$ cat config.mk
export PLATFORM = sky130hd
export DESIGN_NAME = logic_unit_pipe
export DESIGN_NICKNAME = d
export VERILOG_FILES = /design/src/rtl/alu_pkg.sv /design/src/rtl/logic_op_comb.sv /design/src/rtl/logic_unit_pipe.sv
export SDC_FILE = /design/constraint.sdc
export NUM_CORES = 1
export LEC_CHECK = 0
export BUFFER_PORTS_ARGS = -buffer_cell sky130_fd_sc_hd__buf_4
export CAP_MARGIN = 20
export CORE_ASPECT_RATIO = 0.9
export CORE_MARGIN = 1.5
export CORE_UTILIZATION = 60
export DETAILED_ROUTE_END_ITERATION = 10
export GPL_TIMING_DRIVEN = 1
export PLACE_DENSITY = 0.78
export SYNTH_ARGS = -nofsm -noshare
export SYNTH_HDL_FRONTEND = slang
export SYNTH_HIERARCHICAL = 1
export SYNTH_SLANG_ARGS = --single-unit
$ cat constraint.sdc
create_clock -name clk -period 4.8 [get_ports clk]
set_clock_uncertainty 0.1 [all_clocks]
set_input_delay 0.96 -clock clk [delete_from_list [all_inputs] [get_ports clk]]
set_output_delay 0.96 -clock clk [all_outputs]
set_load 0.05 [all_outputs]
$ cat src/rtl/alu_pkg.sv
// Shared ALU definitions: logic-op code width and op-code constants.
// Used by logic_op_comb and logic_unit_pipe (and reusable by the main ALU).
package alu_pkg;

    localparam int unsigned LOGIC_OPW = 3;

    localparam logic [LOGIC_OPW-1:0] OP_AND  = 3'd0;
    localparam logic [LOGIC_OPW-1:0] OP_OR   = 3'd1;
    localparam logic [LOGIC_OPW-1:0] OP_XOR  = 3'd2;
    localparam logic [LOGIC_OPW-1:0] OP_NAND = 3'd3;
    localparam logic [LOGIC_OPW-1:0] OP_NOR  = 3'd4;
    localparam logic [LOGIC_OPW-1:0] OP_XNOR = 3'd5;
    localparam logic [LOGIC_OPW-1:0] OP_ANDN = 3'd6;
    localparam logic [LOGIC_OPW-1:0] OP_PASS = 3'd7;

endpackage

$ cat src/rtl/logic_op_comb.sv
// Purely combinational bitwise logic unit with result flags.
// Ports:
//   a_i, b_i   operands (WIDTH bits)
//   op_i       operation code (alu_pkg OP_*)
//   result_o   bitwise result
//   zero_o     result is all zeros
//   ones_o     result is all ones
//   parity_o   XOR-reduction of result
module logic_op_comb
    import alu_pkg::*;
#(
    parameter int unsigned WIDTH = 32
) (
    input  logic [WIDTH-1:0]     a_i,
    input  logic [WIDTH-1:0]     b_i,
    input  logic [LOGIC_OPW-1:0] op_i,
    output logic [WIDTH-1:0]     result_o,
    output logic                 zero_o,
    output logic                 ones_o,
    output logic                 parity_o
);

    always_comb begin
        result_o = '0;
        case (op_i)
            OP_AND:  result_o = a_i & b_i;
            OP_OR:   result_o = a_i | b_i;
            OP_XOR:  result_o = a_i ^ b_i;
            OP_NAND: result_o = ~(a_i & b_i);
            OP_NOR:  result_o = ~(a_i | b_i);
            OP_XNOR: result_o = ~(a_i ^ b_i);
            OP_ANDN: result_o = a_i & ~b_i;
            OP_PASS: result_o = a_i;
            default: result_o = '0;
        endcase
    end

    assign zero_o   = (result_o == '0);
    assign ones_o   = &result_o;
    assign parity_o = ^result_o;

endmodule

$ cat src/rtl/logic_unit_pipe.sv
// Two-stage pipelined bitwise logic unit with optional accumulate mode.
// S1 registers the operands; the logic op is evaluated between S1 and S2;
// S2 registers result and flags. Valid/ready on both sides, full throughput.
// Ports:
//   clk, reset                      clock, synchronous active-high reset
//   in_valid/in_ready               input handshake
//   in_a, in_b, in_op, in_acc       operands, op code, use-accumulator select
//   out_valid/out_ready             output handshake
//   out_data                        result
//   out_zero, out_ones, out_parity  flags of out_data
module logic_unit_pipe
    import alu_pkg::*;
#(
    parameter int unsigned       WIDTH     = 32,
    parameter logic [WIDTH-1:0]  ACC_RESET = '0
) (
    input  logic                 clk,
    input  logic                 reset,
    input  logic                 in_valid,
    output logic                 in_ready,
    input  logic [WIDTH-1:0]     in_a,
    input  logic [WIDTH-1:0]     in_b,
    input  logic [LOGIC_OPW-1:0] in_op,
    input  logic                 in_acc,
    output logic                 out_valid,
    input  logic                 out_ready,
    output logic [WIDTH-1:0]     out_data,
    output logic                 out_zero,
    output logic                 out_ones,
    output logic                 out_parity
);

    // Stage 1
    logic                 s1_valid_q;
    logic [WIDTH-1:0]     s1_a_q;
    logic [WIDTH-1:0]     s1_b_q;
    logic [LOGIC_OPW-1:0] s1_op_q;
    logic                 s1_acc_q;

    // Stage 2
    logic                 s2_valid_q;
    logic [WIDTH-1:0]     s2_data_q;
    logic                 s2_zero_q;
    logic                 s2_ones_q;
    logic                 s2_parity_q;

    logic [WIDTH-1:0]     acc_q;

    logic                 s1_adv;
    logic                 in_fire;
    logic [WIDTH-1:0]     eff_a;
    logic [WIDTH-1:0]     res_d;
    logic                 zero_d;
    logic                 ones_d;
    logic                 parity_d;

    assign s1_adv   = s1_valid_q && (!s2_valid_q || out_ready);
    assign in_ready = !s1_valid_q || s1_adv;
    assign in_fire  = in_valid && in_ready;

    // The accumulator is only written here, at the single compute point, so a
    // back-to-back acc beat always sees the result of the beat just ahead.
    assign eff_a = s1_acc_q ? acc_q : s1_a_q;

    logic_op_comb #(
        .WIDTH (WIDTH)
    ) u_logic_op (
        .a_i      (eff_a),
        .b_i      (s1_b_q),
        .op_i     (s1_op_q),
        .result_o (res_d),
        .zero_o   (zero_d),
        .ones_o   (ones_d),
        .parity_o (parity_d)
    );

    always_ff @(posedge clk) begin
        if (reset) begin
            s1_valid_q  <= 1'b0;
            s1_a_q      <= '0;
            s1_b_q      <= '0;
            s1_op_q     <= '0;
            s1_acc_q    <= 1'b0;
            s2_valid_q  <= 1'b0;
            s2_data_q   <= '0;
            s2_zero_q   <= 1'b1;
            s2_ones_q   <= 1'b0;
            s2_parity_q <= 1'b0;
            acc_q       <= ACC_RESET;
        end else begin
            if (in_fire) begin
                s1_valid_q <= 1'b1;
                s1_a_q     <= in_a;
                s1_b_q     <= in_b;
                s1_op_q    <= in_op;
                s1_acc_q   <= in_acc;
            end else if (s1_adv) begin
                s1_valid_q <= 1'b0;
            end

            if (s1_adv) begin
                s2_valid_q  <= 1'b1;
                s2_data_q   <= res_d;
                s2_zero_q   <= zero_d;
                s2_ones_q   <= ones_d;
                s2_parity_q <= parity_d;
                acc_q       <= res_d;
            end else if (out_ready) begin
                // Data and flags keep their last values once drained.
                s2_valid_q <= 1'b0;
            end
        end
    end

    assign out_valid  = s2_valid_q;
    assign out_data   = s2_data_q;
    assign out_zero   = s2_zero_q;
    assign out_ones   = s2_ones_q;
    assign out_parity = s2_parity_q;

endmodule

==> summary.txt, run 1 <==
Status
  – Status: complete, no violations

Setup path
  – Setup CP Type: flip-flop to flip-flop
  – CP endpoint kind: flip-flop
  – Slowest cell on crit path: mux2_2
  – Startpoint Class: flip-flop
  – Most used cell, CP: xnor2_1
  – Worst path required time: about 5.0 ns
  – Buf/Inv on CP: 1
  – Delay-heaviest family, CP: XOR/XNOR gates
  – Crit-path max FO: 32
  – CP Cell Sequence: buf_4 -> mux2_2 -> ha_1 -> and2_1 -> o31ai_1 -> a221o_1 -> o21ai_0 -> ha_1 -> xor2_1 -> xnor2_1 -> xnor2_1 -> xnor2_1 -> nand3_1 -> a21oi_1
  – Max stage delay on crit path: between 0.4 and 0.5 ns
  – CP Data Arrival Time: approximately 3.8 ns

Yosys
  – Cells after Synth: 1083
  – Cell Area, Synth: between 9000 and 10000 um2
  – Yosys warnings: 6
  – Post-synthesis adder-cell area fraction: 0.170
  – Post-synth ARST share: 0
  – #FFs+latches synth: roughly 110
  – Count of cell types in the netlist: 43
  – Avg Synthesized Cell Area: 8.70 um2
  – Syn_nets: around 1300
  – Xor/xnor share of the synthesized area: 0.0139
  – Synth Area in Simple Gates: 0.184
  – Count leader, synth: nand2b_1
  – Synth Area in Compound Gates: 0.152
  – Synth top area share: 0.223
  – Multiplexer share of the synthesized area: 0.168
  – Sequential fraction of the synthesis area: 0.223
  – Synth top cells by count: nand2b_1 (139), ha_1 (128), dfxtp_1 (105)
  – Synth area leader: dfxtp_1
  – Post-synth top flop: dfxtp_1
  – EDFF count, synth: 0
  – Synth area leaders: dfxtp_1 (22%), ha_1 (17%), nand2b_1 (9.2%), mux2i_1 (8.8%), mux4_2 (4.1%)
  – Largest family of logic cells by synthesized area: simple AND/OR/NAND/NOR gates

Power
  – Clock power share: 0.274
  – Pwr dens: between 200 and 300 nW/um2
  – Internal power: 1.76 mW
  – Leakage Power: between 4 and 5 nW
  – Switch share: 0.352
  – Switching power: 0.954 mW
  – Flop pwr share: 0.366
  – Comb power frac: 0.360
  – VDD IR max: 229 uV
  – Tot Pwr: 2.71 mW

Floorplan
  – Die area: ~16000 um2
  – Core area: 15400 um2
  – Initial core utilization: 0.612
  – Io pins: between 100 and 150
  – Row count: 43
  – Die height: 122 um
  – Chip width: ~140 um

GRT
  – Remaining global-route overflow: 0
  – Total Routing Usage GR: 0.272
  – Vias in the first global route: just under 7000
  – Global-route wire length before repair: between 30000 and 40000 um
  – Antenna violations before repair: 0
  – Largest net degree at the start of global routing: around 110

Placement
  – HPWL reported at the end of detailed placement: 15700 um
  – Placed Instance Area: between 10000 and 15000 um2
  – Routability Congestion: 0.873
  – IO buf count: between 100 and 150

STA
  – Final hold violation count: 0
  – Slew of the pin with the lowest slew margin: 1.08 ns
  – RSZ-0062 raised after global routing: no
  – Min cycle time layout: between 3 and 4 ns
  – Max_slew headroom: 0.281
  – Final Cycle Share: 0.755
  – Final Slew Violations: 0
  – Max Fclk: approximately 280 MHz
  – Final setup violating endpoints: 0
  – Final setup TNS: 0 ns

Detailed routing
  – Via count: between 7000 and 8000
  – Final ANT Viol Nets: 0
  – Routed WL per cell: 16.5 um
  – Iter 0 DRT Violations: about 690
  – DRC: 0
  – Final WL: around 22000 um
  – Vias/cell: between 5 and 6
  – Drt first pass iters: 6

Finish
  – Nets: 1329
  – Share of cells above drive strength 1: 0.173
  – Antenna cells: 0
  – Area delta synth->final: 10.4%
  – Finished Cell Area: around 10000 um2

Clock network
  – # H-tree levels: 3
  – Worst-Skew Late Latency: around 0.36 ns
  – Clock sink total: between 100 and 150
  – CTS clk-pin slew, worst paths: 0.08 ns
  – CTS tree: built
  – # Post-CTS Setup Buffers: 0
  – Root buf cell: clkbuf_16
  – Max clock buf depth: 2
  – CTS resizes: 0
  – Hold buffer count at cts: 0
  – Total CTS buffers: 9

Hold path
  – HP Class: flip-flop to flip-flop

Run
  – Max capacitance violation total: 0
[routing by layer]
layer	part of all wire	wire, um	vias to the layer above	track usage
li1	-	-	3814	-
met1	0.50	11100	3514	0.414
met2	0.40	8900	263	0.390
met3	0.080	1750	19	0.0608
met4	0.011	252	0	0.0558
met5	0	0	-	0
[cell families after synthesis]
logic type	after synthesis
adders and majority gates	128
xor gates and xnor gates	15
muxes	133
and+or+nand+nor	303
buffers and inverters	176
DFF	105
AOI/OAI and AO/OA	223
[final timing paths]
check / cells after the start / endpoint / startpoint / slack (ns)
max: 14 / out_parity / s1_acc_q / 1.18
min: 2 / s1_a_q[4] / s1_a_q[4] / 0.37
min reg2reg: 2 / s1_a_q[4] / s1_a_q[4] / 0.37
max reg2reg: 14 / out_parity / s1_acc_q / 1.18
[flip-flops by register name, indices dropped and copies added (netlist names)]
signal and cells:
s1_b_q 32, s1_acc_q 1, s1_valid_q 1, s1_a_q 32
out_zero 1, s1_op_q 3, out_parity 1, out_ones 1
acc_q 32, out_valid 1
[area by class of cell]
cell class / count / area, um2
flip-flops and latches: 105 / 2110
inverters: 89 / 334
multi-input cells: 802 / 6490
clock buffers: 10 / 239
repair buffers: 122 / 916
well taps: 202 / 253
clock inverters: 6 / 60.1
fillers: 1283 / 4990
[placed cells by master, fill, tap and decap left out, types with 2 or more instances in the layout]
cell,n
dfxtp_1,102
o21ai_1,5
inv_6,2
dfxtp_2,2
mux4_2,17
buf_4,122
nor3_1,9
nand2_1,19
inv_1,89
nand3_1,49
nor2_1,23
nand2b_1,139
o2bb2ai_1,15
nand4_1,8
a211oi_1,22
xnor2_1,14
mux2_2,33
o21ai_0,62
nor2b_1,35
clkbuf_16,9
nor4_1,2
a21o_1,9
mux2i_1,83
a221o_1,14
clkinvlp_4,2
o21a_1,21
a21oi_1,54
ha_1,128
o31ai_1,15
and2_1,14
[worst min-delay path, cell delays in order (launching register included)]
cell,delay [ns]
dfxtp_1,0.31
nand2b_1,0.06
mux2i_1,0.06
[through the flow]
step                setup WS (ns)  hold slack, ns  instances  utilization
floorplan                    1.66           0.346       1083            -
global placement             1.34           0.360       1320        0.656
detailed placement           1.27           0.361       1320        0.656
CTS                          1.22           0.377       1336        0.676
global route                0.867           0.393       1336        0.676
finish                       1.18           0.375       1336        0.676
[power by group through the flow]
stage,clock network [mW],logic [mW],registers [mW]
2_1_floorplan,0,0.723,1.03
3_3_place_gp,0,0.942,1.01
3_5_place_dp,0,0.955,1.01
4_1_cts,0.758,0.966,0.991
5_1_grt,0.796,1.07,1.00
6_report,0.742,0.976,0.993
Power figures use the tool's default switching activity.
==> inputs of run 2 (changes only) <==
==> constraint.sdc (replaced) <==
create_clock -name clk -period 3.4 [get_ports clk]
set_clock_uncertainty 0.1 [all_clocks]
set_input_delay 0.68 -clock clk [delete_from_list [all_inputs] [get_ports clk]]
set_output_delay 0.68 -clock clk [all_outputs]
set_load 0.05 [all_outputs]
==> summary.txt, run 2 (synthesis results as in run 1) <==
Floorplan
  – Die height: 122 um (unchanged)
  – Core area: 15400 um2 (unchanged)
  – Io pins: 109 (unchanged)
  – Initial core utilization: 0.612 (unchanged)
  – Chip width: 135 um (unchanged)
  – Die area: 16500 um2 (unchanged)
  – Row count: 43 (unchanged)

Setup path
  – Most used cell, CP: xnor2_1
  – Delay-heaviest family, CP: XOR/XNOR gates
  – Crit-path max FO: 8 (-75%)
  – Critical Path Start: s1_acc_q
  – Crit path depth: 15 (+1)
  – FF-to-FF End: out_parity
  – Reg2reg setup slack: -0.03 ns (-1.21 ns)
  – Worst path required time: 3.60 ns (-1.38 ns)
  – R2R cell count: 15 (+1)
  – Buf/Inv on CP: 2 (+1)
  – Reg-to-reg critical path startpoint: s1_acc_q
  – Max stage delay on crit path: 0.47 ns (+0.02 ns)
  – CP Data Arrival Time: 3.63 ns (-0.18 ns)
  – Setup CP Type: flip-flop to flip-flop
  – Startpoint Class: flip-flop
  – CP endpoint kind: flip-flop
  – Slowest cell on crit path: dfxtp_4
  – CP Cell Sequence: clkbuf_16 -> mux2_4 -> inv_4 -> ha_4 -> nor2_4 -> o31ai_2 -> a221o_1 -> o21ai_1 -> ha_1 -> xnor2_2 -> xnor2_1 -> xnor2_1 -> xnor2_1 -> nand3_1 -> a21oi_1

Finish
  – Nets: 1351 (+1.7%)
  – Largest registers: acc_q: 32 flops, s1_a_q: 32 flops, s1_b_q: 32 flops
  – Most frequent cells in the layout: nand2b_1 (139), buf_4 (133), dfxtp_1 (101), ha_1 (100), mux2i_1 (82)
  – Commonest non-fill, non-tap cell in the layout: nand2b_1
  – Share of cells above drive strength 1: 0.255 (+0.0817)
  – Layout fillers: 1108 (-14%)
  – Finished Cell Area: 11300 um2 (+8.4%)
  – Fin util: 0.733 (+0.0568)
  – Non-Filler Instances: 1357 (+1.6%)
  – Area delta synth->final: 19.7%
  – Antenna cells: 0 (unchanged)

Detailed routing
  – Via count: 8003 (+5.2%)
  – DRC: 0 (unchanged)
  – Drt first pass iters: 5 (-1)
  – Routed WL per cell: 17.8 um (+7.9%)
  – Final ANT Viol Nets: 0 (unchanged)
  – Iter 0 DRT Violations: 725 (+5.2%)
  – Vias/cell: 5.90 (+3.5%)
  – Final WL: 24100 um (+9.6%)

STA
  – Max Fclk: 291 MHz (+5.5%)
  – Final setup violating endpoints: 1 (+1)
  – Slew of the pin with the lowest slew margin: 0.612 ns (-0.466 ns)
  – RSZ-0062 raised after global routing: yes
  – Final setup TNS: -0.0316 ns (-0.0316 ns)
  – Final hold violation count: 0 (unchanged)
  – Final Slew Violations: 0 (unchanged)
  – Final Cycle Share: 1.01 (+0.255)
  – Min cycle time layout: 3.43 ns (-0.190 ns)
  – Setup WS post-layout: -0.0316 ns (-1.21 ns)
  – Max_slew headroom: 0.592 (+0.311)

Placement
  – Routability Congestion: 0.876 (+0.29%)
  – Placed cells: 1332 (+0.91%)
  – Placed Instance Area: 10300 um2 (+1.9%)
  – HPWL reported at the end of detailed placement: 16100 um (+2.3%)
  – IO buf count: 108 (unchanged)
  – Place WS: 0.0434 ns (-1.22 ns)

Clock network
  – Worst-Skew Late Latency: 0.37 ns (about the same)
  – CTS clk-pin slew, worst paths: 0.07 ns (about the same)
  – # H-tree levels: 3 (unchanged)
  – Hold buffer count at cts: 0 (unchanged)
  – Clock sink total: 105 (unchanged)
  – Max clock buf depth: 2 (unchanged)
  – Total CTS buffers: 9 (unchanged)
  – CTS tree: built
  – Root buf cell: clkbuf_16

Power
  – Switch share: 0.357 (+0.00461)
  – Flop pwr share: 0.340 (-0.026)
  – Leakage Power: 4.71 nW (+6.6%)
  – Switching power: 1.46 mW (+53%)
  – Clock power share: 0.249 (-0.025)
  – Comb power frac: 0.411 (+0.051)
  – Pwr dens: 363 nW/um2 (+39%)
  – Internal power: 2.63 mW (+50%)
  – VDD IR max: 254 uV (+11%)

Run
  – Max capacitance violation total: 0 (unchanged)

Status
  – Status: finished, violations left
  – Failing checks: setup timing

GRT
  – Largest net degree at the start of global routing: 68 (-37%)
  – Remaining global-route overflow: 0 (unchanged)
  – Antenna violations before repair: 0 (unchanged)
  – Vias in the first global route: 7100 (+4.4%)
  – Total Routing Usage GR: 0.274 (+0.00157)
  – Global-route wire length before repair: 35400 um (+0.90%)

Hold path
  – Worst hold stages: 2 (unchanged)
  – HP Class: flip-flop to flip-flop
  – Hold EP: s1_a_q[31]
  – Hold Path Origin: s1_a_q[31]
==> run 2: cell types whose count changed in the layout (fill, tap and decap cells not counted), sizes merged <==
cell	before	now
clkinvlp	2	0
clkbuf	10	11
clkinv	1	3
buf	122	142
==> run 2: how the worst max path moves through the flow <==
stage / endpoint
floorplan: out_parity
global placement: out_parity
detailed placement: out_parity
CTS: out_parity
global route: out_parity
finish: out_parity
==> run 2: layout make-up <==
| class | count | area [um2] | area share |
|---|---|---|---|
| inverter | 89 | 347 | 0.0307 |
| tap | 202 | 253 | 0.0224 |
| timing repair buffer | 144 | 1230 | 0.109 |
| sequential | 105 | 2110 | 0.187 |
| clock buffer | 9 | 225 | 0.0200 |
| clock inverter | 6 | 51.3 | 0.00455 |
| multi-input combinational | 802 | 7060 | 0.626 |
==> run 2: power groups by stage <==
stage,registers [mW],clock network [mW],logic (mW)
4_1_cts,1.38,1.03,1.42
2_1_floorplan,1.45,0,1.02
5_1_grt,1.40,1.08,1.81
3_3_place_gp,1.41,0,1.38
6_report,1.39,1.02,1.68
3_5_place_dp,1.41,0,1.41
==> run 2: what timing repair did <==
| item | 4_1_cts | 5_1_grt |
|---|---|---|
| setup endpoints to repair | 0 | 1 |
| setup buffers | 0 | 7 |
| resized for setup | 0 | 131 |
==> run 2: stage by stage <==
step	hold slack, ns	total power, mW
detailed placement	0.364	2.82
global route	0.401	4.29
finish	0.374	4.10
global placement	0.358	2.79
floorplan	0.346	2.47
CTS	0.378	3.83
==> run 2: worst register-to-register path: stages (launching register included) <==
cell and delay, ns:
dfxtp_4 0.47, clkbuf_16 0.23, mux2_4 0.36, inv_4 0.07
ha_4 0.21, nor2_4 0.12, o31ai_2 0.07, a221o_1 0.35
o21ai_1 0.10, ha_1 0.27, xnor2_2 0.17, xnor2_1 0.28
xnor2_1 0.18, xnor2_1 0.14, nand3_1 0.09, a21oi_1 0.17
==> run 2: per-layer routing <==
| metal | GRT usage | up-vias | routed length [um] |
|---|---|---|---|
| li1 | - | 3853 | - |
| met1 | 0.401 | 3740 | 11400 |
| met2 | 0.390 | 366 | 10000 |
| met3 | 0.0645 | 44 | 2120 |
| met4 | 0.0948 | 0 | 578 |
| met5 | 0 | - | 0 |
==> inputs of run 3 (changes only) <==
--- a/config.mk
+++ b/config.mk
@@ -12,6 +12,7 @@
 export CORE_UTILIZATION = 60
 export DETAILED_ROUTE_END_ITERATION = 10
 export GPL_TIMING_DRIVEN = 1
+export MAX_ROUTING_LAYER = met4
 export PLACE_DENSITY = 0.78
 export SYNTH_ARGS = -nofsm -noshare
 export SYNTH_HDL_FRONTEND = slang
==> summary.txt, run 3 (synthesis results as in run 1) <==
Power
  – Pwr dens: 363 nW/um2 (-0.11%)
  – Switch share: 0.356 (-0.000701)
  – Comb power frac: 0.411 (about the same)
  – Clock power share: 0.248 (about the same)
  – Flop pwr share: 0.340 (about the same)
  – VDD IR max: 252 uV (-0.47%)
  – Switching power: 1.46 mW (-0.31%)
  – Leakage Power: 4.71 nW (about the same)
  – Internal power: 2.63 mW (about the same)

Finish
  – Share of cells above drive strength 1: 0.255 (+0.000866)
  – Most frequent cells in the layout: nand2b_1 (139), buf_4 (133), dfxtp_1 (101), ha_1 (100), mux2i_1 (82)
  – Antenna cells: 0 (unchanged)
  – Largest registers: acc_q: 32 flops, s1_a_q: 32 flops, s1_b_q: 32 flops
  – Nets: 1351 (unchanged)
  – Non-Filler Instances: 1357 (unchanged)
  – Area delta synth->final: 19.7% (unchanged)
  – Commonest non-fill, non-tap cell in the layout: nand2b_1

GRT
  – Vias in the first global route: 7089 (-0.15%)
  – Met1 Track Usage GR: 0.401 (about the same)
  – Met2 Usage GRT: 0.389 (-0.000962)
  – Global-route wire length before repair: 35300 um (about the same)
  – Antenna violations before repair: 0 (unchanged)
  – GRT met3 Usage: 0.0649 (+0.000416)
  – Total Routing Usage GR: 0.282 (+0.00805)
  – Most used routing layer: met1
  – Largest net degree at the start of global routing: 68 (unchanged)
  – Remaining global-route overflow: 0 (unchanged)

Clock network
  – Clock sink total: 105 (unchanged)
  – Worst-Skew Late Latency: 0.36 ns (about the same)
  – CTS tree: built
  – Hold buffer count at cts: 0 (unchanged)
  – Max clock buf depth: 2 (unchanged)
  – # H-tree levels: 3 (unchanged)
  – CTS clk-pin slew, worst paths: 0.07 ns (about the same)
  – Root buf cell: clkbuf_16
  – Total CTS buffers: 9 (unchanged)

Setup path
  – Crit-path max FO: 8 (unchanged)
  – Delay-heaviest family, CP: XOR/XNOR gates
  – Reg-to-reg critical path startpoint: s1_acc_q
  – Buf/Inv on CP: 2 (unchanged)
  – Most used cell, CP: xnor2_1
  – Worst path required time: 3.60 ns (about the same)
  – Slowest cell on crit path: dfxtp_4
  – R2R cell count: 15 (unchanged)
  – CP endpoint kind: flip-flop
  – CP Data Arrival Time: 3.61 ns (-0.02 ns)
  – FF-to-FF End: out_parity
  – Reg2reg setup slack: -0.01 ns (+0.02 ns)
  – Startpoint Class: flip-flop
  – Critical Path Start: s1_acc_q
  – Max stage delay on crit path: 0.46 ns (about the same)
  – CP Cell Sequence: clkbuf_16 -> mux2_4 -> inv_4 -> ha_4 -> nor2_4 -> o31ai_2 -> a221o_1 -> o21ai_1 -> ha_1 -> xnor2_2 -> xnor2_1 -> xnor2_1 -> xnor2_1 -> nand3_1 -> a21oi_1
  – Setup CP Type: flip-flop to flip-flop

Detailed routing
  – Final ANT Viol Nets: 0 (unchanged)
  – Via count: 8026 (+0.29%)
  – DRC: 0 (unchanged)
  – Drt first pass iters: 5 (unchanged)
  – Vias/cell: 5.91 (+0.29%)
  – Final WL: 24000 um (-0.35%)
  – Routed WL per cell: 17.7 um (-0.35%)
  – Iter 0 DRT Violations: 756 (+4.3%)

STA
  – Slew of the pin with the lowest slew margin: 0.617 ns (+0.00497 ns)
  – Max Fclk: 293 MHz (+0.60%)
  – Worst Hold Slack: 0.375 ns (+0.000790 ns)
  – Final setup violating endpoints: 1 (unchanged)
  – Max_slew headroom: 0.589 (-0.00331)
  – Final Slew Violations: 0 (unchanged)
  – RSZ-0062 raised after global routing: yes
  – Min cycle time layout: 3.41 ns (-0.0204 ns)
  – Final Cycle Share: 1.00 (-0.00601)
  – Setup WS post-layout: -0.0112 ns (+0.0204 ns)
  – Final hold violation count: 0 (unchanged)

Floorplan
  – Core area: 15400 um2 (unchanged)
  – Chip width: 135 um (unchanged)
  – Initial core utilization: 0.612 (unchanged)
  – Row count: 43 (unchanged)
  – Die area: 16500 um2 (unchanged)
  – Die height: 122 um (unchanged)
  – Io pins: 109 (unchanged)

Hold path
  – HP Class: flip-flop to flip-flop
  – Hold Path Origin: s1_a_q[31]
  – Hold EP: s1_a_q[31]
  – Worst hold stages: 2 (unchanged)

Placement
  – IO buf count: 108 (unchanged)
  – Place WS: 0.0434 ns (unchanged)
  – Placed cells: 1332 (unchanged)
  – Routability Congestion: 0.890 (+1.6%)
  – HPWL reported at the end of detailed placement: 16100 um (unchanged)

Run
  – Max capacitance violation total: 0 (unchanged)

Status
  – Failing checks: setup timing
  – Status: finished, violations left
==> run 3: cell count changes in the layout (fill, tap and decap cells not counted) <==
cell and delta:
a21oi_1 -1, mux2_4 -1, mux2_2 +1, a21oi_2 +1
==> run 3: power by group through the flow <==
stage | sequential (mW) | combinational [mW] | clock (mW)
final | 1.39 | 1.68 | 1.02
after global routing | 1.40 | 1.81 | 1.08
after CTS | 1.38 | 1.42 | 1.03
after detailed placement | 1.41 | 1.41 | 0
after global placement | 1.41 | 1.38 | 0
after floorplan | 1.45 | 1.02 | 0
==> run 3: repair_timing <==
action / in CTS / in global routing
resized for setup: 0 / 131
buffers inserted: 0 / 7
endpoints found under the setup margin: 0 / 1
==> run 3: final cells by class <==
| type | count | area, um2 |
|---|---|---|
| multi-input combinational | 802 | 7060 |
| fill | 1109 | 4110 |
| sequential | 105 | 2110 |
| timing repair buffer | 144 | 1230 |
| inverter | 89 | 347 |
| tap | 202 | 253 |
| clock buffer | 9 | 225 |
| clock inverter | 6 | 51.3 |
==> run 3: metrics by stage <==
stage / utilization / TNS (ns) / instance area, um2 / power, mW
final: 0.733 / -0.0112 / 11300 / 4.09
after global routing: 0.733 / -0.0677 / 11300 / 4.29
after CTS: 0.687 / 0 / 10600 / 3.83
after detailed placement: 0.669 / 0 / 10300 / 2.82
after global placement: 0.669 / 0 / 10300 / 2.79
after floorplan: - / 0 / 9420 / 2.47
==> run 3: how the worst max path moves through the flow <==
stage	end	slack [ns]	cells after the start
floorplan	out_parity	0.26	15
global placement	out_parity	0.11	14
detailed placement	out_parity	0.04	14
CTS	out_parity	0.007	14
global route	out_parity	-0.07	15
finish	out_parity	-0.01	15
==> run 3: per-layer routing <==
| layer | up-vias | wire, um |
|---|---|---|
| met5 | - | 0 |
| met4 | 0 | 639 |
| met2 | 349 | 9860 |
| met3 | 46 | 2180 |
| li1 | 3865 | - |
| met1 | 3766 | 11400 |
==> run 3: tightest hold or removal path: cells and delay by family, from the launching register on <==
| family | cells | cell delay [ns] |
|---|---|---|
| flip-flops | 1 | 0.32 |
| multiplexers | 1 | 0.05 |
| AND/OR/NAND/NOR | 1 | 0.06 |
